<file path="src/rtl/shift_arbiter_if.sv">
// Request/config/result bundle for shift_arbiter; the slave modport is the arbiter side.
interface shift_arbiter_if #(
  parameter int NUM_REQ    = 4,
  parameter int IN_WIDTH   = 10,
  parameter int IN_S_WIDTH = 3,
  parameter int OUT_WIDTH  = 15
);
  localparam int ID_WIDTH = $clog2(NUM_REQ);

  logic [NUM_REQ-1:0]          i_req_valid;
  logic [NUM_REQ-1:0]          o_req_ready;
  logic [NUM_REQ*IN_WIDTH-1:0] i_req_data;
  logic                        i_cfg_we;
  logic [ID_WIDTH-1:0]         i_cfg_id;
  logic [IN_S_WIDTH-1:0]       i_cfg_shift;
  logic                        o_valid;
  logic                        i_ready;
  logic [OUT_WIDTH-1:0]        o_data;
  logic [ID_WIDTH-1:0]         o_id;
  logic                        o_idle;

  modport slave (
    input  i_req_valid, i_req_data, i_cfg_we, i_cfg_id, i_cfg_shift, i_ready,
    output o_req_ready, o_valid, o_data, o_id, o_idle
  );

  modport master (
    output i_req_valid, i_req_data, i_cfg_we, i_cfg_id, i_cfg_shift, i_ready,
    input  o_req_ready, o_valid, o_data, o_id, o_idle
  );
endinterface

</file>
<file path="src/rtl/shift_arbiter.sv">
// Round-robin arbiter sharing one arithmetic right shifter; result two cycles after the grant cycle,
// up to two results held while i_ready=0. Define SHIFT_ROUND_EN for round-half-up shifting.
module shift_arbiter #(
  parameter int NUM_REQ    = 4,
  parameter int IN_WIDTH   = 10,
  parameter int IN_S_WIDTH = 3,
  parameter int TAIL_BIT   = 5,
  parameter int OUT_WIDTH  = 15
) (
  input  logic           i_clk,
  input  logic           i_rst_n,
  shift_arbiter_if.slave bus
);
  localparam int ID_WIDTH = $clog2(NUM_REQ);

  generate
    if (OUT_WIDTH != IN_WIDTH + TAIL_BIT) begin : g_width_chk
      $error("shift_arbiter: OUT_WIDTH must equal IN_WIDTH + TAIL_BIT");
    end
  endgenerate

  logic [IN_S_WIDTH-1:0] shift_q [NUM_REQ];
  logic [IN_S_WIDTH-1:0] shift_d [NUM_REQ];
  logic [ID_WIDTH-1:0]   ptr_q, ptr_d;

  logic                  s1_vld_q, s1_vld_d;
  logic [IN_WIDTH-1:0]   s1_dat_q, s1_dat_d;
  logic [IN_S_WIDTH-1:0] s1_shift_q, s1_shift_d;
  logic [ID_WIDTH-1:0]   s1_id_q, s1_id_d;

  logic                  s2_vld_q, s2_vld_d;
  logic [OUT_WIDTH-1:0]  s2_dat_q, s2_dat_d;
  logic [ID_WIDTH-1:0]   s2_id_q, s2_id_d;

  logic                  cand_vld;
  logic [ID_WIDTH-1:0]   cand_id;
  int                    idx;
  logic                  s2_load, s1_adv, s1_load_ok, hs;
  logic signed [OUT_WIDTH-1:0] pre, shifted;

  // First valid requester at or after the pointer, wrapping.
  always_comb begin
    cand_vld = 1'b0;
    cand_id  = '0;
    idx      = 0;
    for (int i = 0; i < NUM_REQ; i++) begin
      idx = int'(ptr_q) + i;
      if (idx >= NUM_REQ) idx = idx - NUM_REQ;
      if (!cand_vld && bus.i_req_valid[ID_WIDTH'(idx)]) begin
        cand_vld = 1'b1;
        cand_id  = ID_WIDTH'(idx);
      end
    end
  end

  assign s2_load    = !s2_vld_q || bus.i_ready;
  assign s1_adv     = s1_vld_q && s2_load;
  assign s1_load_ok = !s1_vld_q || s1_adv;
  // Gated by reset so no grant is offered while the pipeline is held in reset.
  assign hs         = cand_vld && s1_load_ok && i_rst_n;

  always_comb begin
    bus.o_req_ready = '0;
    if (hs) bus.o_req_ready[cand_id] = 1'b1;
  end

  assign pre = OUT_WIDTH'(s1_dat_q) << TAIL_BIT;

`ifdef SHIFT_ROUND_EN
  logic signed [OUT_WIDTH:0] rnd_inc, rnd_sum;

  always_comb begin
    rnd_inc = '0;
    if (s1_shift_q != '0) rnd_inc = (OUT_WIDTH+1)'(1) << (s1_shift_q - 1'b1);
    rnd_sum = {pre[OUT_WIDTH-1], pre} + rnd_inc;
    shifted = OUT_WIDTH'(rnd_sum >>> s1_shift_q);
  end
`else
  assign shifted = pre >>> s1_shift_q;
`endif

  always_comb begin
    shift_d = shift_q;
    if (bus.i_cfg_we && (int'(bus.i_cfg_id) < NUM_REQ)) shift_d[bus.i_cfg_id] = bus.i_cfg_shift;

    ptr_d = ptr_q;
    if (hs) begin
      if (int'(cand_id) == NUM_REQ - 1) ptr_d = '0;
      else                              ptr_d = cand_id + 1'b1;
    end

    s1_vld_d   = s1_vld_q;
    s1_dat_d   = s1_dat_q;
    s1_shift_d = s1_shift_q;
    s1_id_d    = s1_id_q;
    // Shift is taken from the registered file, so a same-cycle write is not seen.
    if (hs) begin
      s1_vld_d   = 1'b1;
      s1_dat_d   = bus.i_req_data[cand_id*IN_WIDTH +: IN_WIDTH];
      s1_shift_d = shift_q[cand_id];
      s1_id_d    = cand_id;
    end else if (s1_adv) begin
      s1_vld_d = 1'b0;
    end

    s2_vld_d = s2_vld_q;
    s2_dat_d = s2_dat_q;
    s2_id_d  = s2_id_q;
    if (s2_load) begin
      s2_vld_d = s1_vld_q;
      if (s1_vld_q) begin
        s2_dat_d = shifted;
        s2_id_d  = s1_id_q;
      end
    end
  end

  always_ff @(posedge i_clk or negedge i_rst_n) begin
    if (!i_rst_n) begin
      shift_q    <= '{default: '0};
      ptr_q      <= '0;
      s1_vld_q   <= 1'b0;
      s1_dat_q   <= '0;
      s1_shift_q <= '0;
      s1_id_q    <= '0;
      s2_vld_q   <= 1'b0;
      s2_dat_q   <= '0;
      s2_id_q    <= '0;
    end else begin
      shift_q    <= shift_d;
      ptr_q      <= ptr_d;
      s1_vld_q   <= s1_vld_d;
      s1_dat_q   <= s1_dat_d;
      s1_shift_q <= s1_shift_d;
      s1_id_q    <= s1_id_d;
      s2_vld_q   <= s2_vld_d;
      s2_dat_q   <= s2_dat_d;
      s2_id_q    <= s2_id_d;
    end
  end

  assign bus.o_valid = s2_vld_q;
  assign bus.o_data  = s2_dat_q;
  assign bus.o_id    = s2_id_q;
  assign bus.o_idle  = !s1_vld_q && !s2_vld_q;
endmodule
</file>
<file path="src/flat_wrapper.sv">
// flat-port wrapper written by rule: the top's interface ports become plain ports
module shift_arbiter_flat 
#(
  parameter int NUM_REQ    = 4,
  parameter int IN_WIDTH   = 10,
  parameter int IN_S_WIDTH = 3,
  parameter int TAIL_BIT   = 5,
  parameter int OUT_WIDTH  = 15
)
  (i_clk, i_rst_n, bus_i_req_valid, bus_i_req_data, bus_i_cfg_we, bus_i_cfg_id, bus_i_cfg_shift, bus_i_ready, bus_o_req_ready, bus_o_valid, bus_o_data, bus_o_id, bus_o_idle);
  shift_arbiter_if #(.NUM_REQ(NUM_REQ), .IN_WIDTH(IN_WIDTH), .IN_S_WIDTH(IN_S_WIDTH), .OUT_WIDTH(OUT_WIDTH)) bus_i ();
  input  logic i_clk;
  input  logic i_rst_n;
  input wire logic [$bits(bus_i.i_req_valid)-1:0] bus_i_req_valid;
  input wire logic [$bits(bus_i.i_req_data)-1:0] bus_i_req_data;
  input wire logic [$bits(bus_i.i_cfg_we)-1:0] bus_i_cfg_we;
  input wire logic [$bits(bus_i.i_cfg_id)-1:0] bus_i_cfg_id;
  input wire logic [$bits(bus_i.i_cfg_shift)-1:0] bus_i_cfg_shift;
  input wire logic [$bits(bus_i.i_ready)-1:0] bus_i_ready;
  output wire logic [$bits(bus_i.o_req_ready)-1:0] bus_o_req_ready;
  output wire logic [$bits(bus_i.o_valid)-1:0] bus_o_valid;
  output wire logic [$bits(bus_i.o_data)-1:0] bus_o_data;
  output wire logic [$bits(bus_i.o_id)-1:0] bus_o_id;
  output wire logic [$bits(bus_i.o_idle)-1:0] bus_o_idle;
  assign bus_i.i_req_valid = bus_i_req_valid;
  assign bus_i.i_req_data = bus_i_req_data;
  assign bus_i.i_cfg_we = bus_i_cfg_we;
  assign bus_i.i_cfg_id = bus_i_cfg_id;
  assign bus_i.i_cfg_shift = bus_i_cfg_shift;
  assign bus_i.i_ready = bus_i_ready;
  assign bus_o_req_ready = bus_i.o_req_ready;
  assign bus_o_valid = bus_i.o_valid;
  assign bus_o_data = bus_i.o_data;
  assign bus_o_id = bus_i.o_id;
  assign bus_o_idle = bus_i.o_idle;
  shift_arbiter #(.NUM_REQ(NUM_REQ), .IN_WIDTH(IN_WIDTH), .IN_S_WIDTH(IN_S_WIDTH), .TAIL_BIT(TAIL_BIT), .OUT_WIDTH(OUT_WIDTH)) u_core (.i_clk(i_clk), .i_rst_n(i_rst_n), .bus(bus_i));
endmodule
</file>
<file path="config.mk">
export PLATFORM = sky130hd
export DESIGN_NAME = shift_arbiter_flat
export DESIGN_NICKNAME = d
export VERILOG_FILES = /design/src/rtl/shift_arbiter_if.sv /design/src/rtl/shift_arbiter.sv /design/src/flat_wrapper.sv
export SDC_FILE = /design/constraint.sdc
export NUM_CORES = 1
export LEC_CHECK = 0
export BUFFER_PORTS_ARGS = -buffer_cell sky130_fd_sc_hd__buf_4
export CORE_ASPECT_RATIO = 0.8
export CORE_MARGIN = 3
export CORE_UTILIZATION = 55
export DETAILED_ROUTE_END_ITERATION = 7
export GPL_ROUTABILITY_DRIVEN = 1
export PLACE_DENSITY = 0.8
export SLEW_MARGIN = 20
export SYNTH_ARGS = -nofsm -noshare
export SYNTH_HDL_FRONTEND = slang
export SYNTH_SLANG_ARGS = --single-unit
</file>
<file path="constraint.sdc">
create_clock -name i_clk -period 4.1 [get_ports i_clk]
set_clock_uncertainty 0.2 [all_clocks]
set_input_delay 0.82 -clock i_clk [delete_from_list [all_inputs] [get_ports i_clk]]
set_output_delay 0.82 -clock i_clk [all_outputs]
set_load 0.05 [all_outputs]
</file>
==> qor.csv <==
stage,metric,value,unit
outcome,outcome,"complete, no violations",
route,wl_per_cell,15.7,µm
clocking,clockRootBuffer,clkbuf_8,
route,dr.first_iter.drc_count,121,
route,ant_nets,0,
clocking,clock_path_buffers,2,
synth,synth_cell_type_count,34,
synth,ys_top_cells_by_area,"dfrtp_1, mux2i_1, mux2_2, nand2_1, o221ai_2",
route,drc,0,
timing,setup_tns,0,ns
pwr,vdd_drop_max,519,µV
layout,layout_common_cells,"buf_4, dfrtp_1, mux2i_1",
layout,fin_area,3330,µm²
setup_path,crit_type,in2out,
route,vias_per_cell,5.52,
timing,fmax,0.315,GHz
clocking,ctsHoldBuffers,0,
worst_hold_path,hold_path_class,reg2reg,
synth,synth.net_count,307,
setup_path,crit_arrival,2.15,ns
setup_path,crit_path_end,bus_o_req_ready[1],
setup_path,rrSetupSlack,1.68,ns
global_route,grt_usage,0.211,
clocking,clock_latency,0.31,ns
clocking,post-cts-setup-buffers,0,
clocking,cts_buffers,5,
timing,period_share,0.774,
global_route,grt_max_degree,49,
layout,antenna_cells,0,
timing,tightestPinTransition,1.08,ns
layout,final_common_cell,buf_4,
setup_path,cp-start-kind,primary input,
route,dr.pass1.iters,4,
setup_path,r2r_end,u_core.s1_dat_q[9],
floorplan,dieArea,5840,µm²
place,hpwl,4480,µm
floorplan,fp-row-count,22,
layout,drive_gt1_frac,0.356,
setup_path,r2r_start,u_core.ptr_q[1],
synth,netlist_instances,254,
timing,period_needed,3.17,ns
clocking,cts.sinks,48,
synth,netlist.area_leader.share,0.441,
timing,slew_viol_final,0,
synth,seq_area_frac_synth,0.441,
layout,syn2layout_area_growth,22.3,%
timing,relSlewSlack,0.277,
synth,yosysWarnings,0,
place,pre_cts_slack,0.926,ns
timing,rsz0062_at_grt,false,
layout,nNetsFinal,373,
global_route,grt_pass1_wl,9590,µm
clocking,cts.clk_slew.worst_paths,0.08,ns
floorplan,die-width,84.7,µm
pwr,powerDensity,677,nW/µm²
clocking,cts_tree,yes,
timing,setup_viol,0,
setup_path,crit_fanout,4,
place,place_area,3260,µm²
setup_path,cp.required,3.08,ns
setup_path,startpoint,bus_i_req_valid[2],
timing,hold_viol,0,
floorplan,io_pins,76,
run,drv_cap,0,
global_route,antenna_found_initial,0,
global_route,grt-ovfl-total,0,
floorplan,fp.dieH,69.0,µm
floorplan,core-area,4680,µm²
route,vias,2099,
synth,yosysTopAreaCell,dfrtp_1,
place,gp_congestion,0.792,
pwr,p_leak,1.59,nW
place,io_buffers,75,
timing,fin_ws,0.927,ns
setup_path,end_kind,primary output,
synth,synth.avg_cell_area,10.7,µm²
floorplan,start_util,0.583,
global_route,grt_pass1_vias,2011,
worst_hold_path,whs_path_depth,2,
setup_path,rr_worst_depth,4,
synth,ys_seq_elements,48,
route,totalWireLength,5950,µm
clocking,htree_num_levels,2,
synth,syn_area,2730,µm²
clocking,cts_resized,0,
## through the flow
stage	hold WS, ns	utilization	cells	power (mW)
floorplan	0.243	-	254	1.72
global placement	0.263	0.696	373	1.97
detailed placement	0.270	0.696	373	2.00
CTS	0.289	0.712	380	2.26
global route	0.314	0.712	380	2.41
finish	0.283	0.712	380	2.26
## worst max-delay path, stage by stage
cell and delay, ns:
buf_4 0.13, mux2i_1 0.27, o21ai_0 0.12, a21oi_1 0.31, nand2_1 0.18, nor2_1 0.12
buf_4 0.20
## registers in the layout (all words and copies together), names as in the netlist
signal              cells
u_core.s1_dat_q        10
u_core.bus.o_data      15
u_core.ptr_q            2
u_core.s1_vld_q         1
u_core.bus.o_id         2
u_core.s1_shift_q       3
u_core.bus.o_valid      1
u_core.shift_q         12
u_core.s1_id_q          2
## synth_stat cells (all sizes together)
master	instances
dfrtp	48
nor3	3
nand2b	4
o211ai	1
clkbuf	6
a21oi	12
mux2i	43
a21o	2
nor3b	2
o21a	1
o21ai	18
o41ai	1
mux2	17
xnor2	1
o221ai	13
o22ai	1
nand3	3
nor2b	3
a311oi	1
mux4	1
buf	12
nor2	10
a211oi	2
nand2	40
nand3b	3
o22a	1
a21boi	1
inv	4
## per-layer routing
layer / routed length (µm) / share of wire / vias to the layer above / GRT usage
met5: 0 / 0 / - / 0
li1: - / - / 1050 / -
met4: 61 / 0.010 / 0 / 0.0672
met2: 2700 / 0.45 / 60 / 0.329
met3: 370 / 0.062 / 7 / 0.0416
met1: 2820 / 0.47 / 982 / 0.299
## how the worst min path moves through the flow
stage | startpoint | to | slack, ns
global placement | u_core.bus.o_data[4] | u_core.bus.o_data[4] | 0.26
finish | u_core.bus.o_data[2] | u_core.bus.o_data[2] | 0.28
global route | u_core.bus.o_data[6] | u_core.bus.o_data[6] | 0.31
detailed placement | u_core.s1_id_q[1] | u_core.s1_id_q[1] | 0.27
floorplan | u_core.s1_id_q[1] | u_core.s1_id_q[1] | 0.24
CTS | u_core.s1_id_q[1] | u_core.s1_id_q[1] | 0.29
## power breakdown
part	switching, mW	internal [mW]
registers	0.202	0.638
logic	0.675	0.474
clock network	0.151	0.116
total	1.03	1.23
## cell families (layout without fill, tap and decap cells)
logic type                Yosys count  count (layout)  share of synthesized area
buffers and inverters              22              88                     0.0541
DFF                                48              48                      0.441
muxes                              61              61                      0.236
AOI/OAI and AO/OA                  54              54                      0.153
xor gates and xnor gates            1               1                    0.00321
and+or+nand+nor                    68              68                      0.112
## layout make-up
type,instances,area (µm²)
Timing Repair Buffer,77,578
Multi-Input combinational cell,184,1390
Tap cell,60,75.1
Clock buffer,6,72.6
Fill cell,386,1350
Inverter,4,15.0
Clock inverter,1,5.00
Sequential cell,48,1200
No activity file was read; power rests on OpenSTA's default activity.
